## config.mk

```make
export PLATFORM = sky130hd
export DESIGN_NAME = vga_capture
export DESIGN_NICKNAME = d
export VERILOG_FILES = /design/src/rtl/vga_capture.sv
export SDC_FILE = /design/constraint.sdc
export NUM_CORES = 1
export LEC_CHECK = 0
export CORE_ASPECT_RATIO = 1.5
export CORE_MARGIN = 2
export CORE_UTILIZATION = 50
export DETAILED_ROUTE_END_ITERATION = 7
export PLACE_DENSITY = 0.79
export SETUP_SLACK_MARGIN = 0.5
export SYNTH_ARGS = -nofsm -noshare
export SYNTH_HDL_FRONTEND = slang
export SYNTH_SLANG_ARGS = --single-unit
```

## constraint.sdc

```tcl
create_clock -name clk25 -period 7 [get_ports clk25]
set_clock_uncertainty 0.1 [all_clocks]
set_input_delay 1.4 -clock clk25 [delete_from_list [all_inputs] [get_ports clk25]]
set_output_delay 1.4 -clock clk25 [all_outputs]
set_load 0.03 [all_outputs]
```

## src/rtl/vga_capture.sv

```systemverilog
`default_nettype none
`timescale 1ns/1ps
// ============================================================================
//  Module   : vga_capture
//  Purpose  : Samples a VGA pixel stream (hsync/vsync/RGB444), locks to the
//             frame timing and forwards active-window pixels as a 16-bit
//             AXI4-Stream through a small FIFO with sticky overflow.
//  Revision : 1.0 - initial release
// ============================================================================
module vga_capture #(
  parameter int hActiveArea = 640,
  parameter int hFrontPorch = 16,
  parameter int hSyncPulse  = 96,
  parameter int hBackPorch  = 48,
  parameter int vActiveArea = 480,
  parameter int vFrontPorch = 11,
  parameter int vSyncPulse  = 2,
  parameter int vBackPorch  = 31,
  parameter int FIFO_DEPTH  = 16
) (
  input  logic        clk25,
  input  logic        reset,
  input  logic        hsync,
  input  logic        vsync,
  input  logic [3:0]  red,
  input  logic [3:0]  green,
  input  logic [3:0]  blue,
  output logic [15:0] m_tdata,
  output logic        m_tvalid,
  input  logic        m_tready,
  output logic        m_tuser,
  output logic        m_tlast,
  input  logic        clear_ovf,
  output logic        overflow,
  output logic        locked
);

  localparam int AW = $clog2(FIFO_DEPTH);

  // Active window bounds in counter coordinates (hc/vc = 0 at sync fall).
  localparam logic [9:0] C_H_START = 10'(hSyncPulse + hBackPorch);
  localparam logic [9:0] C_H_END   = 10'(hSyncPulse + hBackPorch + hActiveArea);
  localparam logic [9:0] C_H_LAST  = C_H_END - 10'd1;
  localparam logic [9:0] C_V_START = 10'(vSyncPulse + vBackPorch);
  localparam logic [9:0] C_V_END   = 10'(vSyncPulse + vBackPorch + vActiveArea);
  localparam logic [9:0] C_CNT_MAX = 10'd1023;

  // Capture is disabled outright if the timing cannot fit the 10-bit
  // counters or the FIFO depth is not a power of two of at least 4.
  localparam logic C_PARAMS_OK =
      ((hSyncPulse + hBackPorch + hActiveArea + hFrontPorch) <= 1024) &&
      ((vSyncPulse + vBackPorch + vActiveArea + vFrontPorch) <= 1024) &&
      (FIFO_DEPTH >= 4) && ((FIFO_DEPTH & (FIFO_DEPTH - 1)) == 0);

  localparam logic [AW:0]   C_DEPTH   = (AW+1)'(FIFO_DEPTH);
  localparam logic [AW:0]   C_CNT_ONE = (AW+1)'(1);
  localparam logic [AW-1:0] C_PTR_ONE = AW'(1);

  typedef enum logic [1:0] {
    ST_IDLE    = 2'd0,
    ST_CAPTURE = 2'd1,
    ST_DROP    = 2'd2
  } state_t;

  // Input stage and one-sample history for edge detection
  logic       hs_q, vs_q, hs_prev_q, vs_prev_q;
  logic [3:0] red_q, green_q, blue_q;

  // Timing counters, lock, overflow, FSM
  logic [9:0] hc_q, hc_d, vc_q, vc_d;
  logic       locked_q, locked_d;
  logic       ovf_q, ovf_d;
  state_t     state_q, state_d;

  // FIFO
  logic [17:0]   mem_q [FIFO_DEPTH];
  logic [AW-1:0] wr_ptr_q, rd_ptr_q;
  logic [AW:0]   count_q, count_d;
  logic [17:0]   head;

  logic hfall, vfall, active, sof, eol, full, push, drop, pop;
  logic [15:0] pix_packed;

  // Register the raw video inputs and keep the previous sync samples.
  always_ff @(posedge clk25) begin
    if (reset) begin
      hs_q      <= 1'b0;
      vs_q      <= 1'b0;
      hs_prev_q <= 1'b0;
      vs_prev_q <= 1'b0;
      red_q     <= 4'd0;
      green_q   <= 4'd0;
      blue_q    <= 4'd0;
    end else begin
      hs_q      <= hsync;
      vs_q      <= vsync;
      hs_prev_q <= hs_q;
      vs_prev_q <= vs_q;
      red_q     <= red;
      green_q   <= green;
      blue_q    <= blue;
    end
  end

  // Position of the sample currently held in the input stage; hc_q/vc_q
  // hold the position of the previous sample.
  always_comb begin
    hfall = hs_prev_q & ~hs_q;
    vfall = vs_prev_q & ~vs_q;
    hc_d  = hfall ? 10'd0 : ((hc_q == C_CNT_MAX) ? hc_q : hc_q + 10'd1);
    vc_d  = vc_q;
    if (hfall) begin
      vc_d = vfall ? 10'd0 : ((vc_q == C_CNT_MAX) ? vc_q : vc_q + 10'd1);
    end
    active = C_PARAMS_OK &&
             (hc_d >= C_H_START) && (hc_d < C_H_END) &&
             (vc_d >= C_V_START) && (vc_d < C_V_END);
    sof        = (hc_d == C_H_START) && (vc_d == C_V_START);
    eol        = (hc_d == C_H_LAST);
    pix_packed = {red_q, 1'b0, green_q, 2'b00, blue_q, 1'b0};
    locked_d   = locked_q | vfall;
  end

  // Capture FSM: decides whether the current active sample is pushed,
  // dropped on a full FIFO, or skipped while resynchronising to a frame.
  always_comb begin
    state_d = state_q;
    push    = 1'b0;
    drop    = 1'b0;
    full    = (count_q == C_DEPTH);
    unique case (state_q)
      ST_IDLE: begin
        if (locked_q) state_d = ST_CAPTURE;
      end
      ST_CAPTURE: begin
        if (active) begin
          if (full) begin
            drop    = 1'b1;
            state_d = ST_DROP;
          end else begin
            push = 1'b1;
          end
        end
      end
      ST_DROP: begin
        if (active && sof) begin
          if (full) begin
            drop = 1'b1;
          end else begin
            push    = 1'b1;
            state_d = ST_CAPTURE;
          end
        end
      end
      default: state_d = ST_IDLE;
    endcase
  end

  // FIFO occupancy, pop handshake and overflow flag next state.
  always_comb begin
    pop     = (count_q != '0) & m_tready;
    count_d = count_q;
    unique case ({push, pop})
      2'b10:   count_d = count_q + C_CNT_ONE;
      2'b01:   count_d = count_q - C_CNT_ONE;
      default: count_d = count_q;
    endcase
    ovf_d = ovf_q;
    if (drop)           ovf_d = 1'b1;
    else if (clear_ovf) ovf_d = 1'b0;
  end

  // Control state: counters, lock, overflow, FSM and FIFO pointers.
  always_ff @(posedge clk25) begin
    if (reset) begin
      hc_q     <= 10'd0;
      vc_q     <= 10'd0;
      locked_q <= 1'b0;
      ovf_q    <= 1'b0;
      state_q  <= ST_IDLE;
      wr_ptr_q <= '0;
      rd_ptr_q <= '0;
      count_q  <= '0;
    end else begin
      hc_q     <= hc_d;
      vc_q     <= vc_d;
      locked_q <= locked_d;
      ovf_q    <= ovf_d;
      state_q  <= state_d;
      count_q  <= count_d;
      if (push) wr_ptr_q <= wr_ptr_q + C_PTR_ONE;
      if (pop)  rd_ptr_q <= rd_ptr_q + C_PTR_ONE;
    end
  end

  // FIFO storage: {tlast, tuser, tdata}; contents need no reset because
  // the outputs are gated by the occupancy count.
  always_ff @(posedge clk25) begin
    if (push) mem_q[wr_ptr_q] <= {eol, sof, pix_packed};
  end

  assign head     = mem_q[rd_ptr_q];
  assign m_tvalid = (count_q != '0);
  assign m_tdata  = m_tvalid ? head[15:0] : 16'd0;
  assign m_tuser  = m_tvalid & head[16];
  assign m_tlast  = m_tvalid & head[17];
  assign overflow = ovf_q;
  assign locked   = locked_q;

endmodule
`default_nettype wire

```

## After elaboration in Yosys (flattened, before gate mapping)

Memory sizes are Yosys's and may differ from the RTL's. A register that Yosys moved wholly into a read port is not among the register bits.
Cells that the tools add are included.

- Register bits: 53
- Memory bits (writable): 224
- Input port bits: 18
- Word-level logic and storage cells: 86
- Memories: 1

- Add/subtract/negate cells: 6
- Magnitude comparators: 4
- Eq/ne operators: 15
- Muxes and demuxes: 27
- Bitwise logic cells: 8
- Reductions and logical operators: 10

Memory list:

| name | depth | bits a word | rd ports | clocked after Yosys merged registers in | wr ports | line | text |
|---|---|---|---|---|---|---|---|
| mem_q | 16 | 14 | 1 | 1 | 1 | 76 | `logic [17:0] mem_q [FIFO_DEPTH];` |

Operator list:

| operator | count |
|---|---|
| $mux 10 | 5 |
| $eq 10x10->1 const B | 3 |
| $add 10x1->10 const B | 2 |
| $lt 10x10->1 const B | 2 |
| $mux 16 | 1 |
| $eq 10x6->1 const B | 1 |
| $eq 10x8->1 const B | 1 |
| $ge 10x6->1 const B | 1 |
| $ge 10x8->1 const B | 1 |
| $mux 1 | 10 |
| $mux 2 | 5 |
| $ne 2x2->1 const B | 5 |
| $pmux 5 s2 | 1 |
| $add 4x1->4 const B | 2 |
| $mux 4 | 2 |
| $pmux 2 s3 | 1 |
| $add 5x1->5 const B | 1 |
| $and 1x1->1 | 5 |
| $eq 5x5->1 const B | 1 |
| $logic_and 1x1->1 | 5 |
| $reduce_and 5->1 | 1 |
| $reduce_bool 5->1 | 1 |
| $sub 5x1->5 const B | 1 |
| $eq 2x1->1 const B | 2 |
| 6 further kinds | 10 |

## Longest topological paths before layout

Gate-level depths: netlist of the first run.

- Depth after elaboration: 12
- Gate-level depth with buffers: 20
- Depth with buffers taken out: 18

## Least setup slack after synthesis of the first run

OpenSTA, ideal clock, no wires.

- Path type: reg-to-reg
- From: reg hc_q[1]
- To: reg count_q[4]
- Library setup time: 0.071 ns
- Arrival time: 5.320 ns
- Required time: 6.829 ns
- Slack: 1.509 ns
- Cell stages (with the launch flop): 21
- Clock period less this slack: 5.491 ns
- Path through: dfxtp_1 ha_1 nand3_1 nor3_1 mux2i_1 nand4_1 nor4_1 o21ai_1 nor3b_4 buf_6 inv_1 ha_1 clkbuf_1 xor2_1 ha_1 o21ai_0 a21oi_1 a21oi_1 xor2_1 or3_1 a21oi_1

RTL lines:

| what | line | text |
|---|---|---|
| start, declared | 70 | `logic [9:0] hc_q, hc_d, vc_q, vc_d;` |
| start signal, assigned | 176 | `hc_q <= 10'd0;` |
| start signal, assigned | 185 | `hc_q <= hc_d;` |
| $add 10x1->10 / $eq 10x10->1 (equally long branches) | 110 | `hc_d = hfall ? 10'd0 : ((hc_q == C_CNT_MAX) ? hc_q : hc_q + 10'd1);` |
| $mux 10 * (2 in a row) | 110 |  |
| $eq 10x8->1 * | 118 | `sof = (hc_d == C_H_START) && (vc_d == C_V_START);` |
| $logic_and 1x1->1 * | 118 |  |
| net sof | 81 | `logic hfall, vfall, active, sof, eol, full, push, drop, pop;` |
| $logic_and 1x1->1 * | 146 | `if (active && sof) begin` |
| $mux 1 * | 146 |  |
| $pmux 1 s2 * | 131 | `unique case (state_q)` |
| $eq 2x1->1 / $eq 2x2->1 (equally long branches) | 163 | `unique case ({push, pop})` |
| $pmux 5 s2 / $reduce_bool 2->1 (equally long branches) | n/a |  |
| end signal, assigned | 190 | `count_q <= count_d;` |
| end, declared | 78 | `logic [AW:0] count_q, count_d;` |

Mark *: on every way through the listed nets, which the timed path passes. The rest lies on a longest branch.
A chain may end at the register's enable or synchronous reset.

## Worst setup path after layout of the first run

- From: reg hc_q[0]
- To: reg count_q[4]

Same word-level chain as after synthesis.

==> metrics, run 1 <==
status finished, final reports clean; # diodes 0; initial antenna violation count 0; Startpoint Class flip-flop; MaxCap Viol Count 0; FMAX 178 MHz; commonest non-fill, non-tap cell in the layout edfxtp_1; predominant post-synthesis flop cell edfxtp_1; Non-Filler Instances 1026; Pleak 3.82 nW; delay-heaviest family, CP simple AND/OR/NAND/NOR gates; Initial DRT Pass Iterations 5; critical setup path kind flip-flop to flip-flop; routability cong. 0.820; grt ovf 0; # IOs 39; peak supply drop 0.000172 V; layout cells sized above 1 17.6%; Power per Cell Area 247 mW/mm2; setup violators final 0; share of flip-flops with an asynchronous set or reset 0%; slowest stage delay, CP 0.60 ns; Placed Instances 982; row count 68; Syn-to-layout area delta 11.7%; vias in the first global route 6445; Core ar. 0.0230 mm2; Clock Sinks 281; first-pass GRT wire length 36800 um; fin crit share 80.0%; most frequent cells in the layout edfxtp_1, mux4_2, dfxtp_1; RSZ-0062 raised after global routing false; slew of the pin with the lowest slew margin 1.11 ns; drt wl/cell 23.7 um; final max-slew violation count 0; Hold Buf Count CTS 0; drt drc 0; CTS H-tree depth 1; worst-path maximum fanout 19; routed vias/inst 6.16; Skew-Pair Late Insertion Delay 0.52 ns; CP bufs+invs 2; Yosys Warn Count 0; Final Hold Fails 0; port bufs 34; Fill cells 1720; CTS tree yes; Post-CTS Resized 0; post-synth cell types 63; HP Class flip-flop to flip-flop; GRT Total Usage 20.0%; worst-case clock buffer depth 3; Routed Antenna Nets 0; slew margin rel. 26.2%; total clock buffers created by CTS 25; full die area 0.0247 mm2; final setup TNS 0 ns; sequential area share after synthesis 67.2%; Clock transition at path regs 0.07 ns; Detail Placement HPWL 14500 um; Initial Util 51.0%; met3 GRT Util 2.83%; Post-CTS Setup Bufs 0; Avg Synthesized Cell Area 16.7 um2; largest net degree at the start of global routing 48; DR vias 6323; synthesized area 0.0117 mm2; final WL 24400 um; Pwr Total 3.23 mW; Die Y 191 um; CP endpoint kind flip-flop; First DRT Iteration DRCs 613; # nets final 762; FF+latch count, synth 281; root buf cell clkbuf_16; Worst EP required 7.33 ns; met1 global-route usage 23.2%; worst-path cell chain ha_1 -> nand3_1 -> nor3_1 -> mux2i_1 -> nand4_1 -> nor4_2 -> buf_4 -> o21ai_1 -> nor3b_4 -> inv_1 -> ha_1 -> xor2_1 -> ha_1 -> o21ai_0 -> a21oi_1 -> a21oi_1 -> xor2_1 -> or3_1 -> a21oi_1; Syn Inst Count 700; arrival time at the worst endpoint 5.94 ns; CP max stage cell nor3_1; met2 Track Usage GR 37.6%; layer with the highest usage met2; Hold Worst Slack 0.390 ns; Final Util 56.9%; Final min period 5.60 ns; die width 129 um; number of synthesized flops with an enable pin 224
==> sequential cells by signal, indices dropped and copies added, names as in the netlist, 2 cells and up, named ones only <==
| signal | cells |
|---|---|
| count_q | 5 |
| rd_ptr_q | 4 |
| state_q | 2 |
| mem_q | 224 |
| blue_q | 4 |
| wr_ptr_q | 4 |
| vc_q | 10 |
| hc_q | 10 |
| red_q | 4 |
| green_q | 4 |
==> logic make-up after synthesis <==
group	synth area share, %
other	0.0320
muxes	14.5
buffers and inverters	1.91
DFF	67.2
adders and majority gates	1.60
AOI/OAI and AO/OA	4.15
xor gates and xnor gates	0.898
and+or+nand+nor	9.69
==> synthesized netlist by cell type, types with 7 or more instances <==
master	instances	share of area [%]
inv_1	11	0.35
nand2_1	21	0.67
and2_1	8	0.43
nand2b_1	10	0.53
and4_1	9	0.67
mux4_2	70	13
nand4_1	12	0.64
nand3_1	9	0.38
nor2_1	41	1.3
mux2i_1	9	0.77
and4b_1	8	0.68
a21oi_1	15	0.64
xor2_1	9	0.67
ha_1	15	1.6
o21ai_0	15	0.64
nor2b_1	38	2.0
dfxtp_1	57	9.7
edfxtp_1	224	57
nor3_1	7	0.30
clkbuf_1	28	0.90
==> worst paths after layout <==
kind / start / endpoint / slack [ns] / depth (start not counted)
setup / recovery: hc_q[0]$_SDFF_PP0_ / count_q[4]$_SDFFE_PP0P_ / 1.40 / 19
setup reg to reg: hc_q[0]$_SDFF_PP0_ / count_q[4]$_SDFFE_PP0P_ / 1.40 / 19
hold reg to reg: vs_q$_SDFF_PP0_ / vs_prev_q$_SDFF_PP0_ / 0.39 / 1
hold / removal: vs_q$_SDFF_PP0_ / vs_prev_q$_SDFF_PP0_ / 0.39 / 1
==> routing by layer <==
layer	wire, um	up-vias
li1	-	2824
met1	9000	3232
met2	13500	210
met3	1170	57
met4	674	0
met5	0	-
==> per-stage QoR <==
| stage | instance area [um2] | setup slack [ns] |
|---|---|---|
| 5_1_grt | 13100 | 0.928 |
| 4_1_cts | 13100 | 1.47 |
| 3_3_place_gp | 12300 | 1.86 |
| 2_1_floorplan | 11700 | 1.51 |
| 6_report | 13100 | 1.40 |
| 3_5_place_dp | 12300 | 1.51 |
==> power breakdown <==
group	total (mW)	switching (mW)	leakage [nW]	internal, mW
sequential	1.83	0.0208	2.19	1.80
combinational	0.0668	0.0373	1.23	0.0295
clock	1.33	0.591	0.395	0.743
==> layout make-up <==
| type | instances | area [um2] | area share [%] |
|---|---|---|---|
| repair buffers | 40 | 380 | 2.91 |
| well taps | 280 | 350 | 2.68 |
| multi-input cells | 370 | 3630 | 27.8 |
| inverters | 11 | 41.3 | 0.316 |
| clock buffers | 27 | 643 | 4.92 |
| flip-flops and latches | 281 | 7870 | 60.2 |
| clock inverters | 17 | 151 | 1.16 |
No activity file was read; power rests on OpenSTA's default activity.
==> run 2: changes to the inputs <==
--- a/config.mk
+++ b/config.mk
@@ -9,7 +9,7 @@
 export CORE_MARGIN = 2
 export CORE_UTILIZATION = 50
 export DETAILED_ROUTE_END_ITERATION = 7
-export PLACE_DENSITY = 0.79
+export PLACE_DENSITY = 0.82
 export SETUP_SLACK_MARGIN = 0.5
 export SYNTH_ARGS = -nofsm -noshare
 export SYNTH_HDL_FRONTEND = slang
==> constraint.sdc (replaced) <==
create_clock -name clk25 -period 4.71 [get_ports clk25]
set_clock_uncertainty 0.1 [all_clocks]
set_input_delay 0.942 -clock clk25 [delete_from_list [all_inputs] [get_ports clk25]]
set_output_delay 0.942 -clock clk25 [all_outputs]
set_load 0.03 [all_outputs]
==> metrics, run 2 (same netlist as run 1, synthesis figures left out) <==
status finished, final reports clean; DR vias 6459 (+2.2%); MaxCap Viol Count 0 (unchanged); Register Area 0.00789 mm2 (+0.25%); Skew-Pair Late Insertion Delay 0.52 ns (about the same); peak supply drop 0.000277 V (+61%); number of flip-flops in the largest register 224 (unchanged); Initial DRT Pass Iterations 5 (unchanged); Detail Placement HPWL 15000 um (+3.5%); HP Class flip-flop to flip-flop; final WL 24500 um (+0.58%); most frequent cells in the layout edfxtp_1, mux4_2, nor2_1, dfxtp_1, nor2b_1; layout cells sized above 1 24.4% (+6.8 points); root buf cell clkbuf_16; arrival time at the worst endpoint 3.02 ns (-2.92 ns); port bufs 34 (unchanged); worst-case clock buffer depth 3 (unchanged); routability cong. 0.871 (+6.3%); CTS tree yes; Worst EP required 3.67 ns (-3.66 ns); Final min period 4.06 ns; Core ar. 0.0230 mm2 (unchanged); row count 68 (unchanged); Die Y 191 um (unchanged); final worst slack 0.648 ns (-0.749 ns); vias in the first global route 6683 (+3.7%); fin crit share 86.3%; Clock Sinks 281 (unchanged); commonest non-fill, non-tap cell in the layout edfxtp_1; critical setup path kind flip-flop to output port; largest net degree at the start of global routing 57 (+19%); slew margin rel. 34.8% (+8.5 points); worst slack, placed 0.478 ns (-1.03 ns); Clock transition at path regs 0.06 ns (about the same); drt wl/cell 23.1 um (-2.6%); setup violators final 0 (unchanged); Final Hold Fails 0 (unchanged); CP endpoint kind output port; total clock buffers created by CTS 25 (unchanged); final setup TNS 0 ns (unchanged); drt drc 0 (unchanged); CTS H-tree depth 1 (unchanged); GRT Total Usage 20.6% (+0.61 points); First DRT Iteration DRCs 569 (-7.2%); Routed Antenna Nets 0 (unchanged); Pleak 4.02 nW (+5.2%); worst-path maximum fanout 24 (+5); routed vias/inst 6.10 (-1.0%); grt ovf 0 (unchanged); Syn-to-layout area delta 15.2%; full die area 0.0247 mm2 (unchanged); Placed Instances 1006 (+2.4%); # nets final 795 (+4.3%); Fill cells 1691 (-1.7%); # diodes 0 (unchanged); first-pass GRT wire length 38000 um (+3.4%); register bank with the most flops mem_q; Multi-input gate area 0.00376 mm2 (+3.4%); Hold Worst Slack 0.382 ns (-0.00828 ns); die width 129 um (unchanged); RSZ-0062 raised after global routing true; # IOs 39 (unchanged); Startpoint Class flip-flop; Non-Filler Instances 1059 (+3.2%); Hold Buf Count CTS 0 (unchanged); initial antenna violation count 0 (unchanged); Power per Cell Area 351 mW/mm2 (+42%); slew of the pin with the lowest slew margin 0.977 ns (-0.129 ns); biggest regs mem_q (224), hc_q (10), vc_q (10); Initial Util 51.0% (unchanged); final max-slew violation count 0 (unchanged); FMAX 246 MHz
==> run 2: changes by cell type in the layout (fill, tap and decap cells not counted), moves of 5 or more <==
cell / previous run / this run
buf_4: 6 / 34
buf_12: 0 / 5
clkbuf_1: 1 / 6
clkinv_2: 9 / 4
dfxtp_2: 1 / 14
dfxtp_1: 55 / 41
==> run 2: timing repair <==
| item | 4_1_cts | 5_1_grt |
|---|---|---|
| pin swaps | 0 | 7 |
| setup endpoints to repair | 11 | 20 |
| buffers inserted | 2 | 7 |
| resized for setup | 1 | 25 |
==> run 2: where the power goes <==
part	internal [mW]	switching [mW]
registers	2.68	0.0326
logic	0.0513	0.0559
clock network	1.06	0.851
total	3.80	0.939
==> run 2: final timing paths <==
kind	from	endpoint	slack, ns	cells after the start
worst min register to register	vs_q$_SDFF_PP0_	vs_prev_q$_SDFF_PP0_	0.38	1
worst max register to register	vc_q[8]$_SDFF_PP0_	count_q[4]$_SDFFE_PP0P_	0.69	17
worst min-delay path	vs_q$_SDFF_PP0_	vs_prev_q$_SDFF_PP0_	0.38	1
worst max-delay path	flip-flop	m_tdata[2]	0.65	5
==> run 2: metal layers <==
layer,GRT usage [%],vias to the layer above,share of wire (%)
li1,-,2893,-
met1,26.1,3249,37
met2,35.8,255,53
met3,2.69,62,6.7
met4,8.70,0,3.5
met5,0,-,0
==> run 2: metrics by stage <==
stage / area (um2) / util, % / power [mW]
6_report: 13500 / 58.7 / 4.74
5_1_grt: 13500 / 58.7 / 4.88
4_1_cts: 13400 / 58.3 / 4.77
3_5_place_dp: 12600 / 54.8 / 2.87
3_3_place_gp: 12600 / 54.8 / 2.87
2_1_floorplan: 11800 / - / 2.83
==> run 2: final cells by class <==
class	instances	area share [%]
timing repair buffer	73	5.12
multi-input combinational	370	27.9
tap	280	2.60
clock buffer	33	5.01
sequential	281	58.5
clock inverter	11	0.612
inverter	11	0.306
==> run 2: critical path, stage by stage (launching register included) <==
cell             delay [ns]
dfxtp_4                0.41
buf_12                 0.24
mux4_2                 0.57
mux4_2                 0.50
nor2b_1                0.16
clkdlybuf4s50_1        0.62
==> run 3: changes to the inputs <==
--- a/config.mk
+++ b/config.mk
@@ -9,6 +9,7 @@
 export CORE_MARGIN = 2
 export CORE_UTILIZATION = 50
 export DETAILED_ROUTE_END_ITERATION = 7
+export MAX_ROUTING_LAYER = met4
 export PLACE_DENSITY = 0.82
 export SETUP_SLACK_MARGIN = 0.5
 export SYNTH_ARGS = -nofsm -noshare
==> metrics, run 3 (same netlist as run 1, synthesis figures left out) <==
status finished, final reports clean; worst-path maximum fanout 9 (-63%); row count 68 (unchanged); first-pass GRT wire length 37700 um (-0.84%); slew margin rel. 37.3% (+2.5 points); most frequent cells in the layout edfxtp_1, mux4_2, dfxtp_1; CP endpoint kind output port; R2R depth 18 (+1); arrival time at the worst endpoint 3.00 ns (-0.02 ns); routed vias/inst 6.11 (+0.19%); Initial DRT Pass Iterations 5 (unchanged); worst-case clock buffer depth 3 (unchanged); Routed Antenna Nets 0 (unchanged); Power per Cell Area 360 mW/mm2 (+2.4%); Syn-to-layout area delta 15.6%; register bank with the most flops mem_q; Skew-Pair Late Insertion Delay 0.54 ns (+0.02 ns); final WL 24800 um (+1.4%); biggest regs mem_q (224), hc_q (10), vc_q (10); Worst Hold End vs_prev_q$_SDFF_PP0_; worst slack, placed 0.547 ns (+0.0694 ns); total clock buffers created by CTS 26 (+4.0%); final max-slew violation count 0 (unchanged); drt drc 0 (unchanged); Core ar. 0.0230 mm2 (unchanged); Worst R2R Setup Slack 0.78 ns (+0.09 ns); FMAX 247 MHz (+0.50%); Final Hold Fails 0 (unchanged); MaxCap Viol Count 0 (unchanged); CTS tree yes; port bufs 34 (unchanged); # nets final 797 (+0.25%); Die Y 191 um (unchanged); grt ovf 0 (unchanged); Worst EP required 3.67 ns (about the same); vias in the first global route 6542 (-2.1%); RSZ-0062 raised after global routing true; Clock Sinks 281 (unchanged); fin crit share 85.8% (-0.43 points); HP Class flip-flop to flip-flop; min-delay src vs_q$_SDFF_PP0_; First DRT Iteration DRCs 559 (-1.8%); layout cells sized above 1 23.8% (-0.64 points); commonest non-fill, non-tap cell in the layout edfxtp_1; root buf cell clkbuf_16; GRT Total Usage 21.3% (+0.65 points); setup violators final 0 (unchanged); number of flip-flops in the largest register 224 (unchanged); final worst slack 0.668 ns (+0.0200 ns); CTS H-tree depth 1 (unchanged); reg2reg end count_q[4]$_SDFFE_PP0P_; full die area 0.0247 mm2 (unchanged); Final min period 4.04 ns (-0.0200 ns); Startpoint Class flip-flop; Initial Util 51.0% (unchanged); Hold Buf Count CTS 0 (unchanged); final setup TNS 0 ns (unchanged); Clock transition at path regs 0.06 ns (about the same); Worst Hold Depth 1 (unchanged); DR vias 6496 (+0.57%); die width 129 um (unchanged); critical setup path kind flip-flop to output port; peak supply drop 0.000273 V (-1.5%); initial antenna violation count 0 (unchanged); r2r startpoint hc_q[0]$_SDFF_PP0_; drt wl/cell 23.4 um (+1.1%); # diodes 0 (unchanged); Detail Placement HPWL 14600 um (-2.5%); slew of the pin with the lowest slew margin 0.940 ns (-0.0374 ns); Pleak 4.04 nW (+0.42%); routability cong. 0.884 (+1.5%); # IOs 39 (unchanged); largest net degree at the start of global routing 57 (unchanged)
## run 3: changes by cell type in the layout (fill, tap and decap cells not counted), moves of 3 or more
cell | previous run | this run
clkbuf_1 | 6 | 9
clkinv_1 | 4 | 1
clkinv_2 | 4 | 1
dfxtp_1 | 41 | 45
dfxtp_2 | 14 | 11
## run 3: worst max-delay path by stage
stage | end | depth (start not counted) | from | slack (ns)
3_5_place_dp | count_q[4]$_SDFFE_PP0P_ | 18 | vc_q[0]$_SDFF_PP0_ | 0.55
5_1_grt | count_q[4]$_SDFFE_PP0P_ | 17 | hc_q[4]$_SDFF_PP0_ | 0.43
4_1_cts | count_q[4]$_SDFFE_PP0P_ | 18 | vc_q[0]$_SDFF_PP0_ | 0.52
3_3_place_gp | count_q[4]$_SDFFE_PP0P_ | 17 | vc_q[3]$_SDFF_PP0_ | 0.64
2_1_floorplan | count_q[4]$_SDFFE_PP0P_ | 20 | hc_q[5]$_SDFF_PP0_ | 0.51
6_report | m_tlast | 5 | flip-flop | 0.67
## run 3: area by class of cell
type	instances	area (um2)
fill	1636	9430
timing repair buffer	74	681
tap	280	350
inverter	11	41.3
clock inverter	8	81.3
sequential	281	7890
clock buffer	39	751
multi-input combinational	370	3750
## run 3: repair_timing
| action | CTS | global route |
|---|---|---|
| gates resized for setup | 0 | 16 |
| buffers inserted | 1 | 8 |
| cloned | 0 | 0 |
| pin swaps | 0 | 4 |
| endpoints found under the setup margin | 10 | 11 |
## run 3: critical path, stage by stage (launching register included)
cell             delay (ns)
dfxtp_4                0.47
buf_4                  0.20
mux4_2                 0.53
mux4_2                 0.52
nor2b_1                0.16
clkdlybuf4s50_1        0.60
## run 3: report_power, final
part | switching, mW | total, mW | internal (mW)
clock network | 0.886 | 2.05 | 1.16
registers | 0.0326 | 2.72 | 2.68
logic | 0.0548 | 0.103 | 0.0478
## run 3: stage by stage
stage / instance area [um2] / util (%) / cells / hold WS (ns) / total power [mW]
2_1_floorplan: 11800 / - / 703 / 0.353 / 2.83
3_3_place_gp: 12600 / 54.8 / 1007 / 0.369 / 2.87
3_5_place_dp: 12600 / 54.8 / 1007 / 0.377 / 2.87
4_1_cts: 13400 / 58.5 / 1055 / 0.386 / 4.89
5_1_grt: 13500 / 58.9 / 1063 / 0.392 / 4.99
6_report: 13500 / 58.9 / 1063 / 0.385 / 4.87
## run 3: layer usage
metal	GRT usage, %	routed length, um
met1	25.2	9440
met2	36.1	12900
met3	2.80	1330
met4	10.2	1140
met5	-	0
